## src/rtl/fetch_stage_if.sv

```systemverilog
// Fetch-stage bus bundle: PC handshake, instruction-memory port, decode control and IF/ID outputs.
// master = fetch stage, slave = surrounding pipeline / memory.
interface fetch_stage_if;
   logic [31:0] pc;
   logic        pcHold;
   logic        imemReq;
   logic [31:0] imemAddr;
   logic        imemAck;
   logic [31:0] imemData;
   logic        stall;
   logic        flush;
   logic [31:0] instrOut;
   logic [31:0] pcPlus4Out;
   logic        instrValid;
   logic        alignErr;
   logic        timeout;

   modport master (
      input  pc, imemAck, imemData, stall, flush,
      output pcHold, imemReq, imemAddr, instrOut, pcPlus4Out, instrValid, alignErr, timeout
   );

   modport slave (
      output pc, imemAck, imemData, stall, flush,
      input  pcHold, imemReq, imemAddr, instrOut, pcPlus4Out, instrValid, alignErr, timeout
   );
endinterface

```

## src/rtl/fetch_stage.sv

```systemverilog
// Instruction fetch stage: issues imem reads, loads the IF/ID register, and parks one
// fetched word in a hold buffer when decode stalls. Sticky alignment and timeout flags.
module fetch_stage #(
   parameter logic [31:0] NOP_INSTR = 32'h0000_0000,
   parameter int unsigned MAX_WAIT  = 8
) (
   input logic           clk,
   input logic           rst,
   fetch_stage_if.master fif
);
   localparam int unsigned XLEN  = 32;
   localparam int unsigned CNT_W = 8;
   localparam logic [CNT_W-1:0] CNT_MAX  = '1;
   localparam logic [CNT_W-1:0] WAIT_LIM = CNT_W'(MAX_WAIT);

   typedef enum logic [1:0] {
      IDLE  = 2'd0,
      FETCH = 2'd1,
      FULL  = 2'd2
   } state_t;

   state_t            state_q;
   logic [XLEN-1:0]   instr_q;
   logic [XLEN-1:0]   pc4_q;
   logic              valid_q;
   logic              align_err_q;
   logic              timeout_q;
   logic [CNT_W-1:0]  wait_cnt_q;
   logic [XLEN-1:0]   hold_instr_q;
   logic [XLEN-1:0]   hold_pc4_q;

   logic              req_c;
   logic              hold_c;
   logic              ack_c;
   logic [CNT_W-1:0]  cnt_inc_c;
   logic [XLEN-1:0]   pc_plus4_c;

   // Request and PC-hold decode; flush releases the PC so it can take the redirect.
   always_comb begin
      req_c  = 1'b0;
      hold_c = 1'b1;
      if (!rst) begin
         case (state_q)
            FETCH: begin
               req_c  = (fif.pc[1:0] == 2'b00) && !align_err_q;
               hold_c = !(req_c && fif.imemAck && !fif.stall);
            end
            FULL:    hold_c = fif.stall;
            default: hold_c = 1'b1;
         endcase
         if (fif.flush) hold_c = 1'b0;
      end
   end

   assign ack_c      = req_c && fif.imemAck;
   assign cnt_inc_c  = (wait_cnt_q == CNT_MAX) ? CNT_MAX : wait_cnt_q + CNT_W'(1);
   assign pc_plus4_c = fif.pc + XLEN'(4);

   always_ff @(posedge clk) begin
      if (rst) begin
         state_q      <= IDLE;
         instr_q      <= NOP_INSTR;
         pc4_q        <= '0;
         valid_q      <= 1'b0;
         align_err_q  <= 1'b0;
         timeout_q    <= 1'b0;
         wait_cnt_q   <= '0;
         hold_instr_q <= '0;
         hold_pc4_q   <= '0;
      end else begin
         if (fif.flush) begin
            instr_q    <= NOP_INSTR;
            pc4_q      <= '0;
            valid_q    <= 1'b0;
            wait_cnt_q <= '0;
            state_q    <= FETCH;
         end else begin
            case (state_q)
               IDLE: begin
                  wait_cnt_q <= '0;
                  state_q    <= FETCH;
               end
               FETCH: begin
                  if (ack_c) begin
                     wait_cnt_q <= '0;
                     if (fif.stall) begin
                        hold_instr_q <= fif.imemData;
                        hold_pc4_q   <= pc_plus4_c;
                        state_q      <= FULL;
                     end else begin
                        instr_q <= fif.imemData;
                        pc4_q   <= pc_plus4_c;
                        valid_q <= 1'b1;
                     end
                  end else if (req_c) begin
                     wait_cnt_q <= cnt_inc_c;
                     if (cnt_inc_c >= WAIT_LIM) timeout_q <= 1'b1;
                  end
               end
               FULL: begin
                  if (!fif.stall) begin
                     instr_q    <= hold_instr_q;
                     pc4_q      <= hold_pc4_q;
                     valid_q    <= 1'b1;
                     wait_cnt_q <= '0;
                     state_q    <= FETCH;
                  end
               end
               default: state_q <= IDLE;
            endcase
         end
         // A misaligned PC presented while fetching latches the error until reset.
         if (state_q == FETCH && fif.pc[1:0] != 2'b00) align_err_q <= 1'b1;
      end
   end

   assign fif.pcHold     = hold_c;
   assign fif.imemReq    = req_c;
   assign fif.imemAddr   = fif.pc;
   assign fif.instrOut   = instr_q;
   assign fif.pcPlus4Out = pc4_q;
   assign fif.instrValid = valid_q;
   assign fif.alignErr   = align_err_q;
   assign fif.timeout    = timeout_q;

endmodule

```

## src/flat_wrapper.sv

```systemverilog
// flat-port wrapper written by rule: the top's interface ports become plain ports
module fetch_stage_flat 
#(
   parameter logic [31:0] NOP_INSTR = 32'h0000_0000,
   parameter int unsigned MAX_WAIT  = 8
)
  (clk, rst, fif_pc, fif_imemAck, fif_imemData, fif_stall, fif_flush, fif_pcHold, fif_imemReq, fif_imemAddr, fif_instrOut, fif_pcPlus4Out, fif_instrValid, fif_alignErr, fif_timeout);
  fetch_stage_if fif_i ();
  input logic clk;
  input logic rst;
  input wire logic [$bits(fif_i.pc)-1:0] fif_pc;
  input wire logic [$bits(fif_i.imemAck)-1:0] fif_imemAck;
  input wire logic [$bits(fif_i.imemData)-1:0] fif_imemData;
  input wire logic [$bits(fif_i.stall)-1:0] fif_stall;
  input wire logic [$bits(fif_i.flush)-1:0] fif_flush;
  output wire logic [$bits(fif_i.pcHold)-1:0] fif_pcHold;
  output wire logic [$bits(fif_i.imemReq)-1:0] fif_imemReq;
  output wire logic [$bits(fif_i.imemAddr)-1:0] fif_imemAddr;
  output wire logic [$bits(fif_i.instrOut)-1:0] fif_instrOut;
  output wire logic [$bits(fif_i.pcPlus4Out)-1:0] fif_pcPlus4Out;
  output wire logic [$bits(fif_i.instrValid)-1:0] fif_instrValid;
  output wire logic [$bits(fif_i.alignErr)-1:0] fif_alignErr;
  output wire logic [$bits(fif_i.timeout)-1:0] fif_timeout;
  assign fif_i.pc = fif_pc;
  assign fif_i.imemAck = fif_imemAck;
  assign fif_i.imemData = fif_imemData;
  assign fif_i.stall = fif_stall;
  assign fif_i.flush = fif_flush;
  assign fif_pcHold = fif_i.pcHold;
  assign fif_imemReq = fif_i.imemReq;
  assign fif_imemAddr = fif_i.imemAddr;
  assign fif_instrOut = fif_i.instrOut;
  assign fif_pcPlus4Out = fif_i.pcPlus4Out;
  assign fif_instrValid = fif_i.instrValid;
  assign fif_alignErr = fif_i.alignErr;
  assign fif_timeout = fif_i.timeout;
  fetch_stage #(.NOP_INSTR(NOP_INSTR), .MAX_WAIT(MAX_WAIT)) u_core (.clk(clk), .rst(rst), .fif(fif_i));
endmodule
```

## config.mk

```make
export PLATFORM = sky130hd
export DESIGN_NAME = fetch_stage_flat
export DESIGN_NICKNAME = d
export VERILOG_FILES = /design/src/rtl/fetch_stage_if.sv /design/src/rtl/fetch_stage.sv /design/src/flat_wrapper.sv
export SDC_FILE = /design/constraint.sdc
export NUM_CORES = 1
export LEC_CHECK = 0
export ABC_AREA = 0
export CAP_MARGIN = 10
export CORE_MARGIN = 4
export CORE_UTILIZATION = 54
export CTS_BUF_LIST = sky130_fd_sc_hd__clkbuf_16
export CTS_CLUSTER_SIZE = 12
export DETAILED_ROUTE_END_ITERATION = 10
export MAX_ROUTING_LAYER = met4
export PLACE_DENSITY = 0.95
export SLEW_MARGIN = 25
export SYNTH_ARGS = -nofsm -noshare
export SYNTH_HDL_FRONTEND = slang
export SYNTH_SLANG_ARGS = --single-unit
```

## constraint.sdc

```tcl
create_clock -name clk -period 5.9 [get_ports clk]
set_input_delay 1.18 -clock clk [delete_from_list [all_inputs] [get_ports clk]]
set_output_delay 1.18 -clock clk [all_outputs]
set_load 0.01 [all_outputs]
```

==> impl_metrics.toml, run 1 <==
[clocking]
h-tree-depth = 4
clkSinkCount = 141
path_clk_slew_ns = 0.06
insertion_delay_ns = 0.42
numCtsBuffers = 17
cts_resized = 0
post_cts_buffers = 0
cts_tree = "built"
cts_buffer_depth = 2
cts_hold_buf = 0
root_buffer = "clkbuf_16"

[timing]
hold_viol = 0
worst_pin_slew_ns = 0.906
post-route-min-period_ns = 4.35
drv_slew = 0
fin_ws_ns = 1.55
setup_tns_ns = 0
final.period_utilization = 0.737
max_freq_mhz = 230
slew_headroom = 0.395
setup_viol = 0
rsz0062_at_grt = "false"
hold-worst-slack_ns = 0.451
fin_skew_ns = 0.00830

[grt]
use_met3 = 0.0401
antenna_found_initial = 0
grt_pass1_wl_um = 29200
grtUsageTotal = 0.256
grt_pass1_vias = 5919
top_usage_layer = "met2"
met2_usage = 0.426
met1_usage = 0.300
grt_max_degree = 76
grt_overflow = 0

[pwr]
ir_drop_uv = 186
power.density_nw_per_um2 = 251
p_leak_nw = 2.91

[job]
cap_violations = 0

[floorplanning]
pin_count = 170
dieWidth_um = 121
die_area_um2 = 14600
core_area_um2 = 12300
initial_core_util = 0.562
num_rows = 40
fp.dieH_um = 121

[synthesis]
ys_types = 49
synth-seq-cells = 141
syn_inst = 800
synthFlopType = "dfxtp_1"
avgSynthCellArea_um2 = 8.61
yosysSeqAreaShare = 0.410
synth-edff-count = 0
synth_nets = 875
synthArstFlopShare = 0
synth_warnings = 0
netlist_area_um2 = 6890

[routing]
antenna_left = 0
drt_pass1_iterations = 5
wl_um = 18500
drc = 0
dr.first_iter.drc_count = 496
post_drt_wl_per_cell_um = 17.0
vias = 6228
vias_per_cell = 5.73

[critical_path]
path_class = "in -> out"
startpoint_type = "input pin"
end_kind = "output pin"
cp_max_fo = 5
critPathRequiredTime_ns = 4.72
crit_arrival_ns = 3.17

[outcome]
outcome = "completed"

[placement]
placed_area_um2 = 8340
post-place-ws_ns = 1.59
io_buffers = 169
hpwl_um = 12000
gp_congestion = 0.845

[layout]
fin_nets = 980
final_common_cell = "clkdlybuf4s50_1"
area_growth_pct = 29.9
design_area_um2 = 8950
fillers = 854
diodes = 0
drive_gt1_frac = 0.105
regArea_um2 = 2820
multi_input_area_um2 = 3490
mostFrequentLayoutCells = "clkdlybuf4s50_1 (168), dfxtp_1 (141), nand2_1 (120)"

[hold_path]
hold_path.class = "reg -> reg"
-- state kept, by name (all words and copies together) (netlist names) --
register / cells
u_core.fif.timeout: 1
u_core.hold_pc4_q: 32
u_core.fif.pcPlus4Out: 32
u_core.fif.instrValid: 1
u_core.fif.alignErr: 1
u_core.fif.instrOut: 32
u_core.wait_cnt_q: 8
u_core.state_q: 2
u_core.hold_instr_q: 32
-- cells by family after synthesis --
logic type / share of synthesized area
xor gates and xnor gates: 0.0356
and+or+nand+nor: 0.199
adders and majority gates: 0.0109
DFF: 0.410
AOI/OAI and AO/OA: 0.199
muxes: 0.0598
buffers and inverters: 0.0861
-- where the power goes --
group	switching (mW)	leakage, nW	internal, mW
Clock	0.450	0.287	0.639
Sequential	0.00364	1.14	0.957
Combinational	0.101	1.49	0.0919
-- cells in the mapped netlist (all sizes together), types with 2 or more instances --
cell	number	area, um2
clkbuf	34	128
nand3b	4	30.0
nand2	120	450
a211o	2	17.5
nand3	24	120
nor4	5	46.3
and3	21	131
inv	15	56.3
or3	2	12.5
a21oi	89	445
a211oi	57	591
buf	57	409
nand4	12	75.1
a31oi	2	12.5
xnor2	6	52.6
o211ai	2	15.0
and4	2	17.5
a41oi	2	17.5
dfxtp	141	2820
ha	6	75.1
o21ai	18	101
nor3b	4	35.0
and2	3	18.8
nand2b	2	12.5
or2	3	18.8
mux2i	40	400
o22ai	12	138
nor2	66	248
nor3	16	80.1
xor2	22	193
or4	3	30.0
-- worst max-delay path, cell delays in order --
cell	delay [ns]
clkdlybuf4s50_1	0.51
nor3_1	0.37
nand3b_1	0.11
o21ai_0	0.12
a21oi_1	0.11
or2_2	0.28
clkdlybuf4s50_1	0.48
-- per-layer routing --
| layer | part of all wire | up-vias |
|---|---|---|
| li1 | - | 3005 |
| met1 | 0.40 | 2929 |
| met2 | 0.51 | 252 |
| met3 | 0.055 | 42 |
| met4 | 0.029 | 0 |
| met5 | 0 | - |
-- path summary, 6_finish.rpt --
path | startpoint | end | slack (ns) | cells after the start
hold reg to reg | u_core.fif.pcPlus4Out[14]$_SDFFE_PP0P_ | u_core.fif.pcPlus4Out[14]$_SDFFE_PP0P_ | 0.45 | 2
setup reg to reg | u_core.state_q[0]$_SDFFE_PP0P_ | u_core.fif.pcPlus4Out[9]$_SDFFE_PP0P_ | 3.34 | 7
hold / removal | u_core.fif.pcPlus4Out[14]$_SDFFE_PP0P_ | u_core.fif.pcPlus4Out[14]$_SDFFE_PP0P_ | 0.45 | 2
setup / recovery | fif_pc[0] | fif_pcHold | 1.55 | 7
-- final cells by class --
class | count | share of cell area
Sequential cell | 141 | 0.316
Timing Repair Buffer | 177 | 0.197
Inverter | 15 | 0.00629
Clock buffer | 17 | 0.0476
Multi-Input combinational cell | 553 | 0.391
Tap cell | 168 | 0.0235
Clock inverter | 15 | 0.0199
-- stage by stage --
step,power [mW],utilization,instances
after floorplan,1.08,-,800
after global placement,1.17,0.680,1054
after detailed placement,1.17,0.680,1054
after CTS,2.25,0.729,1086
after global routing,2.31,0.730,1086
final,2.24,0.730,1086
(Power assumes the default switching activity.)
==> run 2, diff against run 1 <==
Settings changed: CORE_UTILIZATION 54 to 50, PLACE_DENSITY 0.95 to 0.9.
Clock period 5.9 ns to 4.3 ns, I/O delays scaled along.
==> run 2 against run 1 <==
Compared with the run above:
- critical endpoint unchanged
- cell area down 0.46%
- clock skew down 0.0039 ns
- hold slack worse by 0.00095 ns
- combinational power up 37%
- routed wire length down 2.9%
- non-clock buffer count up 1
- sequential share of layout area up 0.15 points
- die area up 7.5%
- clock-buffer cell count unchanged
==> impl_metrics.toml, run 2 (synthesis results as in run 1) <==
[floorplanning]
dieWidth_um = 125
core_area_um2 = 13300
initial_core_util = 0.516
num_rows = 42
fp.dieH_um = 125
pin_count = 170
die_area_um2 = 15700

[placement]
dp_cells = 1063
post-place-ws_ns = 0.688
hpwl_um = 11700
io_buffers = 169
gp_congestion = 0.830

[critical_path]
cpPeakStageDelay_ns = 0.49
end_kind = "output pin"
cp_max_fo = 5
reg2regPathDepth = 8
startpoint_type = "input pin"
crit_arrival_ns = 2.75
setup.reg_to_reg.worst_slack_ns = 1.52
path_class = "in -> out"
critPathBufInv = 2
crit_chain = "clkdlybuf4s50_1 -> nor3_1 -> nand3b_1 -> o21ai_0 -> a21oi_1 -> or2_2 -> clkdlybuf4s50_1"
r2r-start = "u_core.state_q[0]$_SDFFE_PP0P_"
cp_slowest_cell = "clkdlybuf4s50_1"
cp-startpoint = "fif_pc[0]"
crit_top_cell = "clkdlybuf4s50_1"
r2r-end = "u_core.fif.pcPlus4Out[11]$_SDFFE_PP0P_"
critPathRequiredTime_ns = 3.44
path_delay_family = "buffers and inverters"

[grt]
grtUsageTotal = 0.235
grt_max_degree = 85
grt_pass1_vias = 5934
grt_pass1_wl_um = 29700
antenna_found_initial = 0
grt_overflow = 0

[pwr]
p_total_mw = 2.91
p_leak_nw = 2.91
power.density_nw_per_um2 = 327
ir_drop_uv = 257

[routing]
drc = 0
antenna_left = 0
vias = 6119
vias_per_cell = 5.59
dr.first_iter.drc_count = 420
wl_um = 17900
post_drt_wl_per_cell_um = 16.4
drt_pass1_iterations = 8

[timing]
final.period_utilization = 0.839
setup_tns_ns = 0
setup_viol = 0
worst_pin_slew_ns = 0.964
rsz0062_at_grt = "false"
drv_slew = 0
post-route-min-period_ns = 3.61
hold_viol = 0
fin_ws_ns = 0.692
max_freq_mhz = 277
slew_headroom = 0.358
fin_skew_ns = 0.00442

[clocking]
root_buffer = "clkbuf_16"
cts_tree = "built"
insertion_delay_ns = 0.42
clkSinkCount = 141
numCtsBuffers = 17
cts_buffer_depth = 2
post_cts_buffers = 0
h-tree-depth = 4
cts_hold_buf = 0
cts_resized = 0
path_clk_slew_ns = 0.05

[layout]
final_common_cell = "clkdlybuf4s50_1"
fin_cells = 1095
area_growth_pct = 29.3
regArea_um2 = 2820
fillers = 1045
drive_gt1_frac = 0.101
fin_util = 0.667
diodes = 0
mostFrequentLayoutCells = "clkdlybuf4s50_1 (168), dfxtp_1 (141), nand2_1 (120)"
fin_nets = 981
multi_input_area_um2 = 3490

[hold_path]
worstHoldStart = "u_core.hold_instr_q[30]$_SDFFE_PP0P_"
hold_path_end = "u_core.hold_instr_q[30]$_SDFFE_PP0P_"
hold_path.class = "reg -> reg"
min_path_cells = 2

[job]
cap_violations = 0

[outcome]
outcome = "completed"
## run 2: cell count changes in the layout (fill, tap and decap cells not counted), sizes merged
cell    delta
buf        +1
inv        -5
clkinv     +6
bufinv     -1
## run 2: area by class of cell
type	instances	share of cell area
Timing Repair Buffer	178	0.200
Multi-Input combinational cell	553	0.392
Clock inverter	15	0.0124
Inverter	15	0.00632
Tap cell	176	0.0247
Sequential cell	141	0.317
Clock buffer	17	0.0478
## run 2: metal layers
layer / vias to the layer above / global-route usage / wire, um
met2: 203 / 0.385 / 9000
met1: 2894 / 0.286 / 7650
met3: 39 / 0.0482 / 790
met5: - / - / 0
met4: 0 / 0.0906 / 472
li1: 2983 / - / -
## run 2: worst min-delay path, delay by kind of cell, from the launching register on
family	cells	cell delay [ns]
AND/OR/NAND/NOR	1	0.05
AO/OA/AOI/OAI	1	0.05
flip-flops	1	0.31
## run 2: stage by stage
step / cell area (um2) / hold WS, ns
floorplan: 6890 / 0.432
global placement: 8370 / 0.437
detailed placement: 8370 / 0.444
CTS: 8900 / 0.451
global route: 8900 / 0.469
finish: 8900 / 0.450
## run 2: worst max path at each step
stage / cells past startpoint / slack, ns / end
CTS: 7 / 0.67 / fif_pcHold
global placement: 7 / 0.70 / fif_pcHold
detailed placement: 7 / 0.69 / fif_pcHold
floorplan: 5 / 1.71 / fif_pcHold
finish: 7 / 0.69 / fif_pcHold
global route: 7 / 0.56 / fif_pcHold
## run 2: where the power goes
part	switching [mW]	internal (mW)	total, mW
sequential	0.00463	1.31	1.32
combinational	0.137	0.127	0.264
clock	0.548	0.780	1.33
total	0.690	2.22	2.91
